[src/rtl/serial_write_arbiter.sv]
// Arbitrates two requesters onto one serial write buffer and sequences it start -> busy -> done.
// Optional ROUND_ROBIN_EN: alternate grants under contention instead of fixed priority to req0.
module serial_write_arbiter #(
    parameter int BUF_SIZE   = 8,
    parameter int COUNT_SIZE = $clog2(BUF_SIZE + 1)
) (
    input  logic                  sys_clk,
    input  logic                  rst,
    input  logic                  req0,
    input  logic [BUF_SIZE-1:0]   data0,
    input  logic [COUNT_SIZE-1:0] count0,
    input  logic                  req1,
    input  logic [BUF_SIZE-1:0]   data1,
    input  logic [COUNT_SIZE-1:0] count1,
    output logic                  ack0,
    output logic                  ack1,
    output logic                  done0,
    output logic                  done1,
    output logic                  busy,
    output logic                  owner,
    output logic                  buf_start,
    output logic [BUF_SIZE-1:0]   buf_data,
    output logic [COUNT_SIZE-1:0] buf_count,
    input  logic                  buf_done
);

    typedef enum logic [2:0] {IDLE, START, ARM, WAIT, FIN} state_t;

    localparam logic [COUNT_SIZE-1:0] MAX_CNT = COUNT_SIZE'(BUF_SIZE);

    state_t                  state_q;
    logic                    ack0_q, ack1_q, done0_q, done1_q;
    logic                    busy_q, owner_q, start_q;
    logic [BUF_SIZE-1:0]     data_q;
    logic [COUNT_SIZE-1:0]   count_q;

    logic                    win_d;
    logic [BUF_SIZE-1:0]     data_d;
    logic [COUNT_SIZE-1:0]   cnt_raw, count_d;

`ifdef ROUND_ROBIN_EN
    logic rr_q;

    // rr_q names the requester preferred when both are asking.
    always_comb win_d = req0 ? (req1 & rr_q) : 1'b1;

    always_ff @(posedge sys_clk or posedge rst) begin
        if (rst)
            rr_q <= 1'b0;
        else if (state_q == IDLE && (req0 || req1))
            rr_q <= ~win_d;
    end
`else
    always_comb win_d = ~req0;
`endif

    always_comb begin
        data_d  = win_d ? data1 : data0;
        cnt_raw = win_d ? count1 : count0;
        count_d = (cnt_raw > MAX_CNT) ? MAX_CNT : cnt_raw;
    end

    always_ff @(posedge sys_clk or posedge rst) begin
        if (rst) begin
            state_q <= IDLE;
            ack0_q  <= 1'b0;
            ack1_q  <= 1'b0;
            done0_q <= 1'b0;
            done1_q <= 1'b0;
            busy_q  <= 1'b0;
            owner_q <= 1'b0;
            start_q <= 1'b0;
            data_q  <= '0;
            count_q <= '0;
        end else begin
            ack0_q  <= 1'b0;
            ack1_q  <= 1'b0;
            done0_q <= 1'b0;
            done1_q <= 1'b0;
            start_q <= 1'b0;
            case (state_q)
                IDLE: begin
                    if (req0 || req1) begin
                        ack0_q  <= ~win_d;
                        ack1_q  <= win_d;
                        owner_q <= win_d;
                        data_q  <= data_d;
                        count_q <= count_d;
                        busy_q  <= 1'b1;
                        // Zero-length transfers never touch the buffer.
                        state_q <= (count_d == '0) ? FIN : START;
                    end else begin
                        busy_q  <= 1'b0;
                    end
                end
                START: begin
                    start_q <= 1'b1;
                    state_q <= ARM;
                end
                // Guard cycle: buffer still shows its old done level here.
                ARM:  state_q <= WAIT;
                WAIT: if (buf_done) state_q <= FIN;
                FIN: begin
                    done0_q <= ~owner_q;
                    done1_q <= owner_q;
                    state_q <= IDLE;
                end
                default: state_q <= IDLE;
            endcase
        end
    end

    assign ack0      = ack0_q;
    assign ack1      = ack1_q;
    assign done0     = done0_q;
    assign done1     = done1_q;
    assign busy      = busy_q;
    assign owner     = owner_q;
    assign buf_start = start_q;
    assign buf_data  = data_q;
    assign buf_count = count_q;

endmodule
[config.mk]
export PLATFORM = sky130hd
export DESIGN_NAME = serial_write_arbiter
export DESIGN_NICKNAME = d
export VERILOG_FILES = /design/src/rtl/serial_write_arbiter.sv
export SDC_FILE = /design/constraint.sdc
export NUM_CORES = 1
export LEC_CHECK = 0
export BUFFER_PORTS_ARGS = -buffer_cell sky130_fd_sc_hd__buf_2
export CORE_MARGIN = 2
export CORE_UTILIZATION = 30
export DETAILED_ROUTE_END_ITERATION = 12
export HOLD_SLACK_MARGIN = 0.12
export SYNTH_ARGS = -nofsm -noshare
export SYNTH_HDL_FRONTEND = slang
export SYNTH_SLANG_ARGS = --single-unit
[constraint.sdc]
create_clock -name sys_clk -period 1.85 [get_ports sys_clk]
set_input_delay 0.0925 -clock sys_clk [delete_from_list [all_inputs] [get_ports sys_clk]]
set_output_delay 0.0925 -clock sys_clk [all_outputs]
set_load 0.005 [all_outputs]
==> reports/metrics.yaml, run 1 <==
min_path_type: "in2reg"
crit_type: "reg2reg"
ys_seq_area_share_pct: 53.5
die-width_um: 62.6
antenna_found_initial: 0
cts_repair_resize_count: 0
start_util_pct: 31.1
synth_top_cell_area_share_pct: 53.5
std_cell_rows: 21
crit_chain: "nor3_4, o21a_2, mux2_2"
area_growth_pct: 33.9
port_buffers: 47
status: "complete, no violations"
die_h_um: 62.6
yosys_warnings: 0
grt_max_degree: 23
clkPwrFrac_pct: 14.8
grt_usage_pct: 11.4
vias: 777
grt_pass1_vias: 813
syn-instance-count: 78
post_cts_buffers: 0
holdBufCountCts: 4
slew_headroom_pct: 75.2
coreArea_sq_um: 3310
period_share_pct: 85.8
finalNetCount: 161
p_switching_mw: 0.530
crit_end: "buf_data[4]$_DFFE_PP0P_"
crit_family: "flip-flops"
crit_required_ns: 2.04
cts_tree: "done"
p_sw_share_pct: 30.8
arrival_ns: 1.78
dr.pass1.iters: 4
ir_drop_mv: 0.347
numCtsBuffers: 3
worst_pin_slew_ns: 0.372
synth.ff_latch_count: 22
crit_start: "state_q[1]$_DFFE_PP0P_"
p_seq_share_pct: 47.8
power.internal_mw: 1.19
clock-sinks: 22
grt_pass1_wl_mm: 3.55
crit_path_start_kind: "flop"
layout-drive-gt1-share_pct: 58.8
die_area_sq_um: 3910
wl_per_cell_um: 11.7
synth_top_cell_by_area: "dfrtp_1"
drc: 0
yosys-top-cells-area: "dfrtp_1, mux2_2, mux2i_1"
worstHoldPathCells: 3
dpl.hpwl_mm: 1.66
cap_viol_max_count: 0
path_buf_inv: 0
via_per_inst: 4.39
power_density_nw_per_um2: 1250
setup_violations: 0
combPwrFrac_pct: 37.4
insertion_delay_ns: 0.30
htree_levels: 1
critPathSlowestCell: "dfrtp_1"
endpoint_kind: "flop"
cp.depth: 3
synth.distinct_cells: 22
fin_skew_ns: 0.00178
final_common_cell: "buf_2"
period_minus_slack_ns: 1.59
crit_path_max_incr_delay_ns: 0.48
clk_pin_slew_ns: 0.11
drt.antenna.violating_nets: 0
clockBufferDepth: 2
syn-num-nets: 107
r2r_cells: 3
max_freq_mhz: 630
tns_ns: 0
report.power.total_mw: 1.72
cts_root_buf: "clkbuf_4"
final_cell_mix: "buf_2, dfrtp_1, mux2_2"
path_max_fanout: 14
mappedNetlistArea_sq_um: 1030
globalRouteOverflowTotal: 0
finalHoldViolCount: 0
leakagePower_nw: 0.694
rr_endpoint: "buf_data[4]$_DFFE_PP0P_"
drt_iter0_drc: 11
avgSynthCellArea_sq_um: 13.2
regToRegSetupSlack_ns: 0.26
drt-total-wl_mm: 2.08
gp_congestion: 0.663
io_pins: 48
antennaDiodeCount: 0
grt_setup_unrepaired: "false"
r2r_start: "state_q[1]$_DFFE_PP0P_"
slew_viol_final: 0
-- logic make-up (layout without fill, tap and decap cells) --
family	after synthesis	count (layout)	synth area share (%)
simple gates	19	19	11.0
mux	24	24	25.9
compound gates	7	7	5.84
buf+inv	6	59	3.77
flops	22	22	53.5
-- how the worst min path moves through the flow --
stage	start	to
global route	data1[5]	buf_data[5]$_DFFE_PP0P_
CTS	data0[3]	buf_data[3]$_DFFE_PP0P_
global placement	rst	ack1$_DFF_PP0_
detailed placement	rst	ack1$_DFF_PP0_
floorplan	rst	ack0$_DFF_PP0_
finish	data0[3]	buf_data[3]$_DFFE_PP0P_
-- power by group through the flow --
stage / registers (mW) / clock network (mW) / logic, mW
detailed placement: 0.839 / 0 / 0.653
floorplan: 0.841 / 0 / 0.383
global route: 0.851 / 0.288 / 0.719
finish: 0.823 / 0.255 / 0.644
global placement: 0.831 / 0 / 0.634
CTS: 0.828 / 0.269 / 0.660
-- sequential cells by signal, indices dropped and copies added (netlist names) --
register,flops
done0,1
buf_start,1
buf_count,4
ack1,1
done1,1
owner,1
state_q,3
buf_data,8
ack0,1
busy,1
-- final cells by class --
| type | instances | area [sq um] |
|---|---|---|
| flip-flops and latches | 22 | 551 |
| well taps | 46 | 57.6 |
| inverters | 3 | 11.3 |
| fillers | 343 | 1930 |
| multi-input cells | 50 | 439 |
| repair buffers | 52 | 283 |
| clock buffers | 4 | 36.3 |
-- cells in the mapped netlist, drive strengths merged --
master	n
dfrtp	22
mux2	21
nor2	7
buf	3
inv	3
mux2i	3
nor3	3
and2	2
and3	2
nand2	2
a211oi	1
a21o	1
a21oi	1
a32o	1
nor2b	1
o21a	1
o22a	1
o22ai	1
or4	1
or4b	1
-- worst min-delay path: stages --
cell and delay, ns:
buf_2 0.07, mux2_2 0.12, mux2_2 0.13
-- through the flow --
step	hold slack (ns)	worst slack, ns	util (%)	std cells	cell area (sq um)
6_report	0.141	0.263	41.6	177	1380
3_5_place_dp	0.143	0.271	39.3	169	1300
5_1_grt	0.141	0.150	41.6	177	1380
2_1_floorplan	0.0817	0.406	-	78	1030
3_3_place_gp	0.138	0.297	39.3	169	1300
4_1_cts	0.129	0.239	41.6	177	1380
-- routing by layer --
layer | up-vias | global-route usage [%] | routed length [um]
li1 | 384 | - | -
met1 | 373 | 12.4 | 839
met2 | 18 | 20.6 | 1140
met3 | 2 | 2.52 | 80
met4 | 0 | 5.83 | 23
met5 | - | 0 | 0
(Power assumes the default switching activity.)
==> run 2: changes to the inputs <==
- ABC_CLOCK_PERIOD_IN_PS: default -> 1850
- BUFFER_PORTS_ARGS: -buffer_cell sky130_fd_sc_hd__buf_2 -> default
- DONT_BUFFER_PORTS: default -> 1
==> reports/metrics.yaml, run 2 (synthesized netlist as in run 1, its figures left out) <==
dp_cells: 121  # -28%
coreArea_sq_um: 3310  # unchanged
area_growth_pct: 35.6
finalHoldViolCount: 0  # unchanged
wl_per_cell_um: 14.6  # +24%
crit_chain: "nor3_4, o21a_2, mux2_2"
gp_congestion: 0.740  # +12%
grt_setup_unrepaired: "false"
cap_viol_max_count: 0  # unchanged
grt_pass1_vias: 770  # -5.3%
final_cell_mix: "dlygate4sd3_1, dfrtp_1, mux2_2"
drt_iter0_drc: 14  # +3
max_freq_mhz: 628  # -0.34%
grt_max_degree: 23  # unchanged
layout.cells.non_filler: 155  # -12%
antenna_found_initial: 0  # unchanged
crit_path_max_incr_delay_ns: 0.46  # -0.02 ns
period_share_pct: 86.1  # +0.29 points
r2r_cells: 3  # unchanged
report.power.total_mw: 1.60  # -7.0%
clockBufferDepth: 2  # unchanged
cp.depth: 3  # unchanged
largest_reg_flops: 8  # unchanged
endpoint_kind: "flop"
dr.pass1.iters: 3  # -1
fin_skew_ns: 0.00305  # +0.00127 ns
setup_slack_ns: 0.257  # -0.00534 ns
period_minus_slack_ns: 1.59  # +0.00534 ns
tns_ns: 0  # unchanged
status: "complete, no violations"
worstHoldPathCells: 2  # -1
leakagePower_nw: 0.607  # -13%
setup_violations: 0  # unchanged
worst_pin_slew_ns: 0.830  # +0.458 ns
numCtsBuffers: 3  # unchanged
std_cell_rows: 21  # unchanged
pre_cts_ws_ns: 0.261  # -0.00974 ns
clock-sinks: 22  # unchanged
port_buffers: 0  # -100%
grt_usage_pct: 12.4  # +1.0 points
path_max_fanout: 14  # unchanged
io_pins: 48  # unchanged
path_buf_inv: 0  # unchanged
die-width_um: 62.6  # unchanged
die_h_um: 62.6  # unchanged
dpl.hpwl_mm: 1.50  # -9.4%
arrival_ns: 1.79  # about the same
finalNetCount: 139  # -14%
drc: 0  # unchanged
globalRouteOverflowTotal: 0  # unchanged
layout-drive-gt1-share_pct: 26.6  # -32 points
die_area_sq_um: 3910  # unchanged
drt.antenna.violating_nets: 0  # unchanged
insertion_delay_ns: 0.30  # about the same
clk_pin_slew_ns: 0.12  # about the same
power_density_nw_per_um2: 1150  # -8.2%
slew_viol_final: 0  # unchanged
ir_drop_mv: 0.267  # -23%
via_per_inst: 4.59  # +4.6%
vias: 712  # -8.4%
drt-total-wl_mm: 2.27  # +9.0%
slew_headroom_pct: 44.6  # -31 points
final_common_cell: "dlygate4sd3_1"
crit_family: "flip-flops"
cts_root_buf: "clkbuf_4"
min_path_type: "in2reg"
post_cts_buffers: 0  # unchanged
crit_required_ns: 2.04  # about the same
start_util_pct: 31.1  # unchanged
grt_pass1_wl_mm: 3.70  # +4.1%
critPathSlowestCell: "dfrtp_1"
antennaDiodeCount: 0  # unchanged
cts_repair_resize_count: 0  # unchanged
cts_tree: "done"
crit_path_start_kind: "flop"
crit_type: "reg2reg"
htree_levels: 1  # unchanged
run 2: final timing paths:
path                                             start                       to  slack [ns]
worst max-delay path            state_q[0]$_DFFE_PP0P_  buf_data[6]$_DFFE_PP0P_        0.26
worst min-delay path                              req1         busy$_DFFE_PP0P_        0.25
worst max register to register  state_q[0]$_DFFE_PP0P_  buf_data[6]$_DFFE_PP0P_        0.26
worst min register to register       owner$_DFFE_PP0P_          done0$_DFF_PP0_        0.50
max in group asynchronous                          rst  buf_data[6]$_DFFE_PP0P_        0.96
min in group asynchronous                          rst          done1$_DFF_PP0_        0.38
run 2: power breakdown:
group | leakage (nW) | total, mW | switching [mW] | internal, mW
Clock | 0.0210 | 0.256 | 0.136 | 0.120
Combinational | 0.312 | 0.465 | 0.178 | 0.288
Sequential | 0.274 | 0.880 | 0.191 | 0.689
run 2: metal layers:
layer  track usage [%]  share of wire, %
met4              6.67               1.9
met1              13.6                39
met2              21.8                54
met3              3.24               4.9
met5                 0                 0
run 2: what timing repair did:
action	in CTS	in global routing
hold buffers	30	0
endpoints found under the hold margin	40	0
endpoints found under the setup margin	0	0
run 2: layout make-up:
| class | instances | area (sq um) |
|---|---|---|
| fill | 334 | 1920 |
| sequential | 22 | 551 |
| multi-input combinational | 50 | 439 |
| timing repair buffer | 30 | 300 |
| tap | 46 | 57.6 |
| clock buffer | 4 | 36.3 |
| inverter | 3 | 11.3 |
run 2: per-stage QoR:
| step | instance area [sq um] | hold slack (ns) | utilization (%) |
|---|---|---|---|
| after global placement | 1060 | 0.167 | 32.0 |
| after detailed placement | 1060 | 0.166 | 32.0 |
| final | 1400 | 0.251 | 42.1 |
| after global routing | 1400 | 0.262 | 42.1 |
| after floorplan | 1030 | 0.0817 | - |
| after CTS | 1400 | 0.215 | 42.1 |
